$ cat src/rtl/pe_input_feeder_pkg.sv
// Shared PE configuration: feeder state encoding, index widths and the
// per-run configuration captured on an accepted start.
package pe_input_feeder_pkg;

   localparam int MAXROWW = 8;
   localparam int MAXPCH  = 4;
   localparam int MAXTW   = 6;

   typedef enum logic [1:0] {
      ST_IDLE  = 2'd0,
      ST_RUN   = 2'd1,
      ST_DRAIN = 2'd2
   } feed_state_t;

   typedef struct packed {
      logic [MAXPCH-1:0]  pch;
      logic [MAXROWW-1:0] rowtile;
   } feed_cfg_t;

   // Pixels needed by one row tile; 11 bits so the range check sees overflow.
   function automatic logic [10:0] calc_rowtile(input logic [MAXTW-1:0] tw,
                                                input logic [3:0] stride,
                                                input logic [3:0] r);
      return 11'(tw) * 11'(stride) + 11'(r) - 11'd1;
   endfunction

endpackage

$ cat src/rtl/pe_input_feeder_fifo.sv
// Two-entry output FIFO for the feeder; slot 0 is always the head so the
// presented beat holds still while the consumer stalls.
module pe_feed_fifo
   import pe_input_feeder_pkg::*;
#(
   parameter int DW = 16
) (
   input  logic               clk,
   input  logic               rst,
   input  logic               flush,
   input  logic               push,
   input  logic [DW-1:0]      push_dat,
   input  logic [MAXPCH-1:0]  push_ch,
   input  logic [MAXROWW-1:0] push_pix,
   input  logic               pop,
   output logic               vld,
   output logic [1:0]         occ,
   output logic [DW-1:0]      head_dat,
   output logic [MAXPCH-1:0]  head_ch,
   output logic [MAXROWW-1:0] head_pix
);

   localparam int EW = DW + MAXPCH + MAXROWW;

   logic [1:0][EW-1:0] slot_q;
   logic [1:0]         cnt_q;
   logic [EW-1:0]      din;
   logic               do_pop;

   assign din    = {push_dat, push_ch, push_pix};
   assign do_pop = pop && (cnt_q != 2'd0);

   always_ff @(posedge clk or posedge rst) begin
      if (rst) begin
         slot_q <= '0;
         cnt_q  <= '0;
      end else if (flush) begin
         cnt_q <= '0;
      end else begin
         case ({push, do_pop})
            2'b10: begin
               if (cnt_q == 2'd0) slot_q[0] <= din;
               else               slot_q[1] <= din;
               cnt_q <= cnt_q + 2'd1;
            end
            2'b01: begin
               slot_q[0] <= slot_q[1];
               cnt_q     <= cnt_q - 2'd1;
            end
            2'b11: begin
               if (cnt_q == 2'd1) begin
                  slot_q[0] <= din;
               end else begin
                  slot_q[0] <= slot_q[1];
                  slot_q[1] <= din;
               end
            end
            default: ;
         endcase
      end
   end

   assign vld = (cnt_q != 2'd0);
   assign occ = cnt_q;
   assign {head_dat, head_ch, head_pix} = slot_q[0];

endmodule

$ cat src/rtl/pe_input_feeder.sv
// Streams one row tile of pixels from the line buffer to a PE, pixel-outer
// and channel-inner, through a 2-entry FIFO with read-ahead throttling.
module pe_input_feeder
   import pe_input_feeder_pkg::*;
#(
   parameter int DW = 16,
   parameter int AW = 10
) (
   input  logic               i_clk,
   input  logic               i_rst,
   input  logic               i_start,
   input  logic               i_stop,
   input  logic [3:0]         i_pch,
   input  logic [5:0]         i_tw,
   input  logic [3:0]         i_r,
   input  logic [3:0]         i_u,
   input  logic               i_pixreuse,
   input  logic [9:0]         i_base,
   output logic               o_rd_en,
   output logic [AW-1:0]      o_rd_addr,
   input  logic [DW-1:0]      i_rd_dat,
   output logic               Input_rdy,
   input  logic               Input_ack,
   output logic [DW-1:0]      Input_dat,
   output logic [3:0]         Input_ch,
   output logic [7:0]         Input_pix,
   output logic               o_busy,
   output logic               o_done,
   output logic               o_cfg_err
);

   feed_state_t        state_q, state_d;
   feed_cfg_t          cfg_q;
   logic [MAXROWW-1:0] nxt_pix_q, fl_pix_q, iss_pix;
   logic [MAXPCH-1:0]  nxt_ch_q, fl_ch_q, iss_ch, pch_src;
   logic [AW-1:0]      rd_addr_q, iss_addr;
   logic               rd_en_q, rd_all_q, done_q, err_q;
   logic [3:0]         stride;
   logic [10:0]        rowtile_calc;
   logic               cfg_ok, start_ok, pop, room, iss, iss_last, head_last;
   logic               fifo_vld;
   logic [1:0]         occ;
   logic [DW-1:0]      head_dat;
   logic [MAXPCH-1:0]  head_ch;
   logic [MAXROWW-1:0] head_pix;

   assign stride       = i_pixreuse ? i_u : i_r;
   assign rowtile_calc = calc_rowtile(i_tw, stride, i_r);
   assign cfg_ok       = (i_pch != 4'd0) && (i_tw != 6'd0) && (i_r != 4'd0) &&
                         (stride != 4'd0) && (rowtile_calc <= 11'd255);
   assign start_ok     = (state_q == ST_IDLE) && i_start && !i_stop && cfg_ok;
   assign pop          = fifo_vld && Input_ack;
   // A pop this cycle frees a slot in time for a read launched now.
   assign room         = ({1'b0, occ} + {2'b00, rd_en_q}) < (3'd2 + {2'b00, pop});
   assign head_last    = (head_pix == cfg_q.rowtile) && (head_ch == cfg_q.pch);

   always_comb begin
      iss      = 1'b0;
      iss_last = 1'b0;
      iss_pix  = nxt_pix_q;
      iss_ch   = nxt_ch_q;
      iss_addr = rd_addr_q + AW'(1);
      pch_src  = cfg_q.pch;
      if (start_ok) begin
         iss      = 1'b1;
         iss_pix  = MAXROWW'(1);
         iss_ch   = MAXPCH'(1);
         iss_addr = AW'(i_base);
         pch_src  = i_pch;
         iss_last = (rowtile_calc == 11'd1) && (i_pch == 4'd1);
      end else if (state_q == ST_RUN && !rd_all_q && !i_stop && room) begin
         iss      = 1'b1;
         iss_last = (nxt_pix_q == cfg_q.rowtile) && (nxt_ch_q == cfg_q.pch);
      end
   end

   always_comb begin
      state_d = state_q;
      case (state_q)
         ST_IDLE:  if (start_ok) state_d = ST_RUN;
         ST_RUN: begin
            if (i_stop)                            state_d = ST_IDLE;
            else if (rd_all_q || (iss && iss_last)) state_d = ST_DRAIN;
         end
         ST_DRAIN: begin
            if (i_stop)                  state_d = ST_IDLE;
            else if (pop && head_last)   state_d = ST_IDLE;
         end
         default:  state_d = ST_IDLE;
      endcase
   end

   always_ff @(posedge i_clk or posedge i_rst) begin
      if (i_rst) begin
         state_q   <= ST_IDLE;
         cfg_q     <= '0;
         nxt_pix_q <= '0;
         nxt_ch_q  <= '0;
         fl_pix_q  <= '0;
         fl_ch_q   <= '0;
         rd_addr_q <= '0;
         rd_en_q   <= 1'b0;
         rd_all_q  <= 1'b0;
         done_q    <= 1'b0;
         err_q     <= 1'b0;
      end else begin
         state_q <= state_d;
         rd_en_q <= iss;
         done_q  <= (state_q == ST_DRAIN) && pop && head_last && !i_stop;
         err_q   <= (state_q == ST_IDLE) && i_start && !i_stop && !cfg_ok;
         if (start_ok) cfg_q <= '{pch: i_pch, rowtile: rowtile_calc[7:0]};
         if (state_d == ST_IDLE) rd_all_q <= 1'b0;
         else if (iss)           rd_all_q <= iss_last;
         if (iss) begin
            rd_addr_q <= iss_addr;
            fl_pix_q  <= iss_pix;
            fl_ch_q   <= iss_ch;
            if (iss_ch == pch_src) begin
               nxt_ch_q  <= MAXPCH'(1);
               nxt_pix_q <= iss_pix + MAXROWW'(1);
            end else begin
               nxt_ch_q  <= iss_ch + MAXPCH'(1);
               nxt_pix_q <= iss_pix;
            end
         end
      end
   end

   // Returning read data is tagged with the indices captured at issue.
   pe_feed_fifo #(.DW(DW)) u_fifo (
      .clk      (i_clk),
      .rst      (i_rst),
      .flush    (i_stop && (state_q != ST_IDLE)),
      .push     (rd_en_q),
      .push_dat (i_rd_dat),
      .push_ch  (fl_ch_q),
      .push_pix (fl_pix_q),
      .pop      (pop),
      .vld      (fifo_vld),
      .occ      (occ),
      .head_dat (head_dat),
      .head_ch  (head_ch),
      .head_pix (head_pix)
   );

   assign o_rd_en   = rd_en_q;
   assign o_rd_addr = rd_addr_q;
   assign Input_rdy = fifo_vld;
   assign Input_dat = head_dat;
   assign Input_ch  = head_ch;
   assign Input_pix = head_pix;
   assign o_busy    = (state_q != ST_IDLE);
   assign o_done    = done_q;
   assign o_cfg_err = err_q;

endmodule

$ cat config.mk
export PLATFORM = sky130hd
export DESIGN_NAME = pe_input_feeder
export DESIGN_NICKNAME = d
export VERILOG_FILES = /design/src/rtl/pe_input_feeder_pkg.sv /design/src/rtl/pe_input_feeder_fifo.sv /design/src/rtl/pe_input_feeder.sv
export SDC_FILE = /design/constraint.sdc
export NUM_CORES = 1
export LEC_CHECK = 0
export ABC_CLOCK_PERIOD_IN_PS = 6600
export BUFFER_PORTS_ARGS = -buffer_cell sky130_fd_sc_hd__clkbuf_2
export CAP_MARGIN = 20
export CORE_MARGIN = 10
export CORE_UTILIZATION = 45
export CTS_BUF_LIST = sky130_fd_sc_hd__clkbuf_4 sky130_fd_sc_hd__clkbuf_8 sky130_fd_sc_hd__clkbuf_16
export DETAILED_ROUTE_END_ITERATION = 10
export PLACE_DENSITY = 0.62
export SLEW_MARGIN = 5
export SYNTH_ARGS = -nofsm -noshare
export SYNTH_HDL_FRONTEND = slang
export SYNTH_SLANG_ARGS = --single-unit
$ cat constraint.sdc
create_clock -name i_clk -period 6.6 [get_ports i_clk]
set_input_delay 0.66 -clock i_clk [delete_from_list [all_inputs] [get_ports i_clk]]
set_output_delay 0.66 -clock i_clk [all_outputs]
set_load 0.005 [all_outputs]
**Yosys cells after proc, flatten, opt, wreduce, memory -nomap -nowiden**

Index checks and enable logic that the tools add are counted.

- Register bits after elaboration: 110
- Input bits: 50
- Output and inout bits: 43
- Logic and storage cells: 112

- Reduce and logical (&&, ||, !) cells: 41
- Order comparisons: 2
- Bitwise logic cells: 1
- Equality and inequality tests: 16
- $mul: 1
- Multiplexer cells: 27
- Add/sub/neg operators: 9

Operator list:

| kind | number |
|---|---|
| $mux W28 | 4 |
| $pmux W28 S3 | 1 |
| $pmux W28 S2 | 1 |
| $logic_and A1 B1 Y1 | 22 |
| $eq A8 B8 Y1 | 2 |
| $mux W4 | 4 |
| $mux W8 | 2 |
| $eq A4 B4 Y1 | 3 |
| $mux W2 | 6 |
| $reduce_bool A4 Y1 | 3 |
| $add A10 B4 Y11 | 1 |
| $eq A11 B1 Y1 const B | 1 |
| $le A11 B8 Y1 const B | 1 |
| $sub A11 B1 Y11 const B | 1 |
| $add A10 B1 Y10 const B | 1 |
| $mul A6 B4 Y10 | 1 |
| $mux W10 | 1 |
| $add A8 B1 Y8 const B | 1 |
| $reduce_bool A2 Y1 | 4 |
| $eq A2 B1 Y1 const B | 3 |
| $eq A2 B2 Y1 const B | 3 |
| $logic_not A2 Y1 | 3 |
| $mux W1 | 6 |
| $pmux W2 S3 | 1 |
| other kinds (17) | 21 |

**Depth between registers and ports, before layout**

- Depth after elaboration: 15
- Mapped depth: 24
- Gate-level depth less buffers: 21

**Cells and area by module**

Synthesis repeated with hierarchy kept, for this count alone.

- Cell total of the unflattened synthesis: 705
- Area total of the unflattened synthesis: 6,910.4 um^2

Modules (own cells, without submodules):

| module | times used | area an instance (um^2) | cells an instance |
|---|---|---|---|
| pe_input_feeder | 1 | 4,031.4 | 433 |
| pe_feed_fifo | 1 | 2,879.0 | 272 |

**Worst setup path before layout**

Ideal clock, no wire load.

- Path kind: input-to-reg
- From: in i_pixreuse
- To: reg nxt_pix_q[2]
- Setup time: 126 ps
- Data required time: 6,474 ps
- Slack: 717 ps
- Stages on the path: 20
- Arrival time: 5,757 ps
- Cells stage by stage: clkbuf_1 mux2i_1 nand2b_1 fa_1 fa_1 fa_1 inv_1 ha_1 a21o_1 and4_4 o311a_1 or4_1 buf_2 or2_1 buf_2 and2_1 ha_1 nand2_1 nor3_1 a311o_1

- Longest elaborated chain between the ends: 10

RTL lines:

| element | RTL line | source |
|---|---|---|
| start: declaration | pe_input_feeder.sv:17 | `input logic i_pixreuse,` |
| $mux W4 (*) | pe_input_feeder.sv:47 | `assign stride = i_pixreuse ? i_u : i_r;` |
| $mul A6 B4 Y10 | pe_input_feeder_pkg.sv:24 | `return 11'(tw) * 11'(stride) + 11'(r) - 11'd1;` |
| $add A10 B4 Y11 | pe_input_feeder_pkg.sv:24 |  |
| $sub A11 B1 Y11 | pe_input_feeder_pkg.sv:24 |  |
| $le A11 B8 Y1 | pe_input_feeder.sv:50 | `(stride != 4'd0) && (rowtile_calc <= 11'd255);` |
| $logic_and A1 B1 Y1 (*) | pe_input_feeder.sv:50 |  |
| $logic_and A1 B1 Y1 (*) | pe_input_feeder.sv:51 | `assign start_ok = (state_q == ST_IDLE) && i_start && !i_stop && cfg_ok;` |
| $mux W8 (*) | pe_input_feeder.sv:64 | `if (start_ok) begin` |
| net iss_pix[1] | pe_input_feeder.sv:34 | `logic [MAXROWW-1:0] nxt_pix_q, fl_pix_q, iss_pix;` |
| $add A8 B1 Y8 (*) | pe_input_feeder.sv:120 | `nxt_pix_q <= iss_pix + MAXROWW'(1);` |
| $mux W8 (*) | pe_input_feeder.sv:118 | `if (iss_ch == pch_src) begin` |
| end signal: assignment | pe_input_feeder.sv:120 |  |
| end signal: assignment | pe_input_feeder.sv:123 | `nxt_pix_q <= iss_pix;` |
| end: declaration | pe_input_feeder.sv:34 |  |

Mark *: on every way through the listed nets, which the timed path passes. The rest lies on a longest branch.
A chain may end at the register's enable or synchronous reset.

**Worst setup path after layout**

Same ends and word-level chain as after synthesis.

==> reports/metrics.cfg <==
[synth]
synth-edff-count=0
synth_cells=665
synth-async-reset-ratio_pct=100
yosys_register_bits=110
syn-cell-area_mm2=0.00665
post_synth.cell_area_avg_um2=10.0
yosys_most_used_dff=sky130_fd_sc_hd__dfrtp_1
netlist-cell-type-count=62
synth-seq-area-share_pct=41.4
synth_fp_nets=761
yosys_warnings=0

[cts]
clk-insertion-delay-late_ps=340
clockRootBuffer=sky130_fd_sc_hd__clkbuf_16
clk_pin_slew_worst_paths_ps=70
post_cts_buffers=0
ctsHtreeMaxLevel=3
cts.path.max_buffers=2
postCtsResizedCells=0
tritoncts_clock_tree=yes
number_of_buffers_created_by_cts=9
post_cts_hold_buffer_count=0
tritoncts_num_sinks=110

[floorplan]
core_area_mm2=0.0145
die_w_um=142
design.portCount=93
core.rowCount=44
initial_core_util_pct=45.8
fp.dieH_um=142
die-area_mm2=0.0200

[place]
numPortBuffers=92
detailedPlace.worstSlack_ps=502
dp.final_hpwl_mm=11.7
gp_congestion=0.902

[critical_path]
worst-setup-path-type=primary input to flop
critPathCaptureType=flop
worst-r2r-setup-slack_ps=3360
critical_path_arrival_ps=5970
required_ps=6820
path_max_fanout=14
worst_setup_path_start_kind=primary input

[routing]
final_routed_wirelength_mm=15.3
detail_route.wl_per_cell_um=16.8
detailedRoute.firstPassIterationCount=6
initialDrtViolationCount=327
detail-route-antenna-nets=0
total_number_of_vias=4950
remaining_drc_errors=0
avgViaCountPerCell=5.43

[cells_and_area]
design.final.nets=820
number_of_antenna_cells_inserted=0
layout-area-overhead-vs-synth_pct=11.4
final_layout_size_suffix_gt1_share_pct=23.9

[sta]
post-route-period-util_pct=87.0
report.final.hold_viol_count=0
max_freq_ghz=0.174
slew-limit-headroom_pct=32.8
fin_skew_ps=7.58
period_minus_slack_ps=5740
fin_hold_ws_ps=252
worst_pin_slew_ps=998
timing.setup.tns_ps=0
unrepaired_setup_endpoints_after_global_routing=false
setup_viol=0
timing_max_transition_violations_final=0
finalWorstSetupSlack_ps=859

[global_route]
grt_antenna_before_repair=0
grt_pass1_vias=5138
track_usage_pct=15.3
grt_overflow_total=0
grt_max_degree=89
grt_pass1_wl_mm=25.6

[run_status]
outcome=complete, no violations

[job]
max_cap_violations=0

[hold_path]
hold_path_class=primary input to async pin

[pwr]
report.power.total_mw=2.84
p_leak_nw=3.56
worst_vdd_drop_mv=0.146
powerDensity_mw_per_mm2=384

[final cells by class]
type,count,area (um2)
fill,1351,7130
sequential,110,2750
clock buffer,9,225
inverter,47,179
multi-input combinational,452,3410
clock inverter,5,42.5
tap,184,230
timing repair buffer,104,571
[metrics by stage]
stage | area [um2] | cells | util [%]
global placement | 7110 | 896 | 48.9
floorplan | 6650 | 665 | -
global route | 7410 | 911 | 51.0
CTS | 7380 | 910 | 50.8
detailed placement | 7110 | 896 | 48.9
finish | 7410 | 911 | 51.0
[final timing paths]
check	endpoint	depth (start not counted)	start
setup / recovery	nxt_pix_q[2]	18	i_pixreuse
min in group i_clk	u_fifo.slot_q[40]	1	u_fifo.slot_q[40]
max in group asynchronous	cfg_q[4]	4	i_rst
hold reg to reg	u_fifo.slot_q[40]	1	u_fifo.slot_q[40]
setup reg to reg	nxt_pix_q[2]	8	o_rd_en
hold / removal	u_fifo.head_dat[15]	2	i_rst
[worst max-delay path, cell delays in order]
cell and delay, ps:
sky130_fd_sc_hd__clkbuf_2 150, sky130_fd_sc_hd__mux2i_1 460, sky130_fd_sc_hd__nand2b_1 200, sky130_fd_sc_hd__fa_1 440, sky130_fd_sc_hd__fa_1 470, sky130_fd_sc_hd__fa_1 600, sky130_fd_sc_hd__inv_1 60, sky130_fd_sc_hd__ha_1 290
sky130_fd_sc_hd__a21o_1 180, sky130_fd_sc_hd__and4_4 200, sky130_fd_sc_hd__o311a_1 310, sky130_fd_sc_hd__or4_1 530, sky130_fd_sc_hd__or2_1 440, sky130_fd_sc_hd__and2_1 260, sky130_fd_sc_hd__ha_1 250, sky130_fd_sc_hd__nand2_1 90
sky130_fd_sc_hd__nor3_1 50, sky130_fd_sc_hd__a311o_1 320
[state kept, by name (all words and copies together) (netlist names)]
register and cells:
o_rd_addr 10, fl_ch_q 4, o_cfg_err 1, u_fifo.head_ch 4
nxt_ch_q 4, state_q 2, u_fifo.head_pix 8, u_fifo.head_dat 16
nxt_pix_q 8, u_fifo.slot_q 28, o_rd_en 1, fl_pix_q 8
u_fifo.occ 2, cfg_q 12, o_done 1, rd_all_q 1
[where the power goes]
part           total, mW  internal (mW)  switching [mW]
clock network      0.501          0.257           0.245
logic               1.23          0.584           0.646
registers           1.11          0.903           0.210
total               2.84           1.74            1.10
[layout by cell type, fill, tap and decap left out, types with 26 or more instances in the layout]
master                       n
sky130_fd_sc_hd__a22oi_1    28
sky130_fd_sc_hd__dfrtp_1   110
sky130_fd_sc_hd__inv_1      46
sky130_fd_sc_hd__ha_1       32
sky130_fd_sc_hd__xnor2_1    26
sky130_fd_sc_hd__clkbuf_2   92
sky130_fd_sc_hd__mux2_2     34
sky130_fd_sc_hd__a21oi_1    53
sky130_fd_sc_hd__nor2_1     45
sky130_fd_sc_hd__nand2_1    52
[synth_stat cells, drive strengths merged, types with 9 or more instances]
cell type	number	area [um2]
a21oi	53	265
a22oi	28	210
buf	35	256
clkbuf	21	78.8
dfrtp	110	2750
fa	14	280
ha	32	400
inv	47	176
mux2	42	503
nand2	52	195
nand2b	13	81.3
nand3	10	50.1
nor2	45	169
nor2b	16	100
nor4	9	56.3
o21ai	20	100
xnor2	26	228
xor2	16	140
[metal layers]
layer	vias to the layer above	GRT usage, %	routed length (um)
met5	-	0	0
met4	0	3.77	180
met3	13	3.14	726
met2	90	26.0	7630
met1	2462	19.2	6810
li1	2385	-	-
[kinds of logic after synthesis]
group / synth area share (%)
buffers and inverters: 7.70
muxes: 7.86
xor gates and xnor gates: 5.53
and+or+nand+nor: 14.5
adders and majority gates: 10.2
DFF: 41.4
AOI/OAI and AO/OA: 12.8
Note: power is estimated with default switching activity, not from simulation.
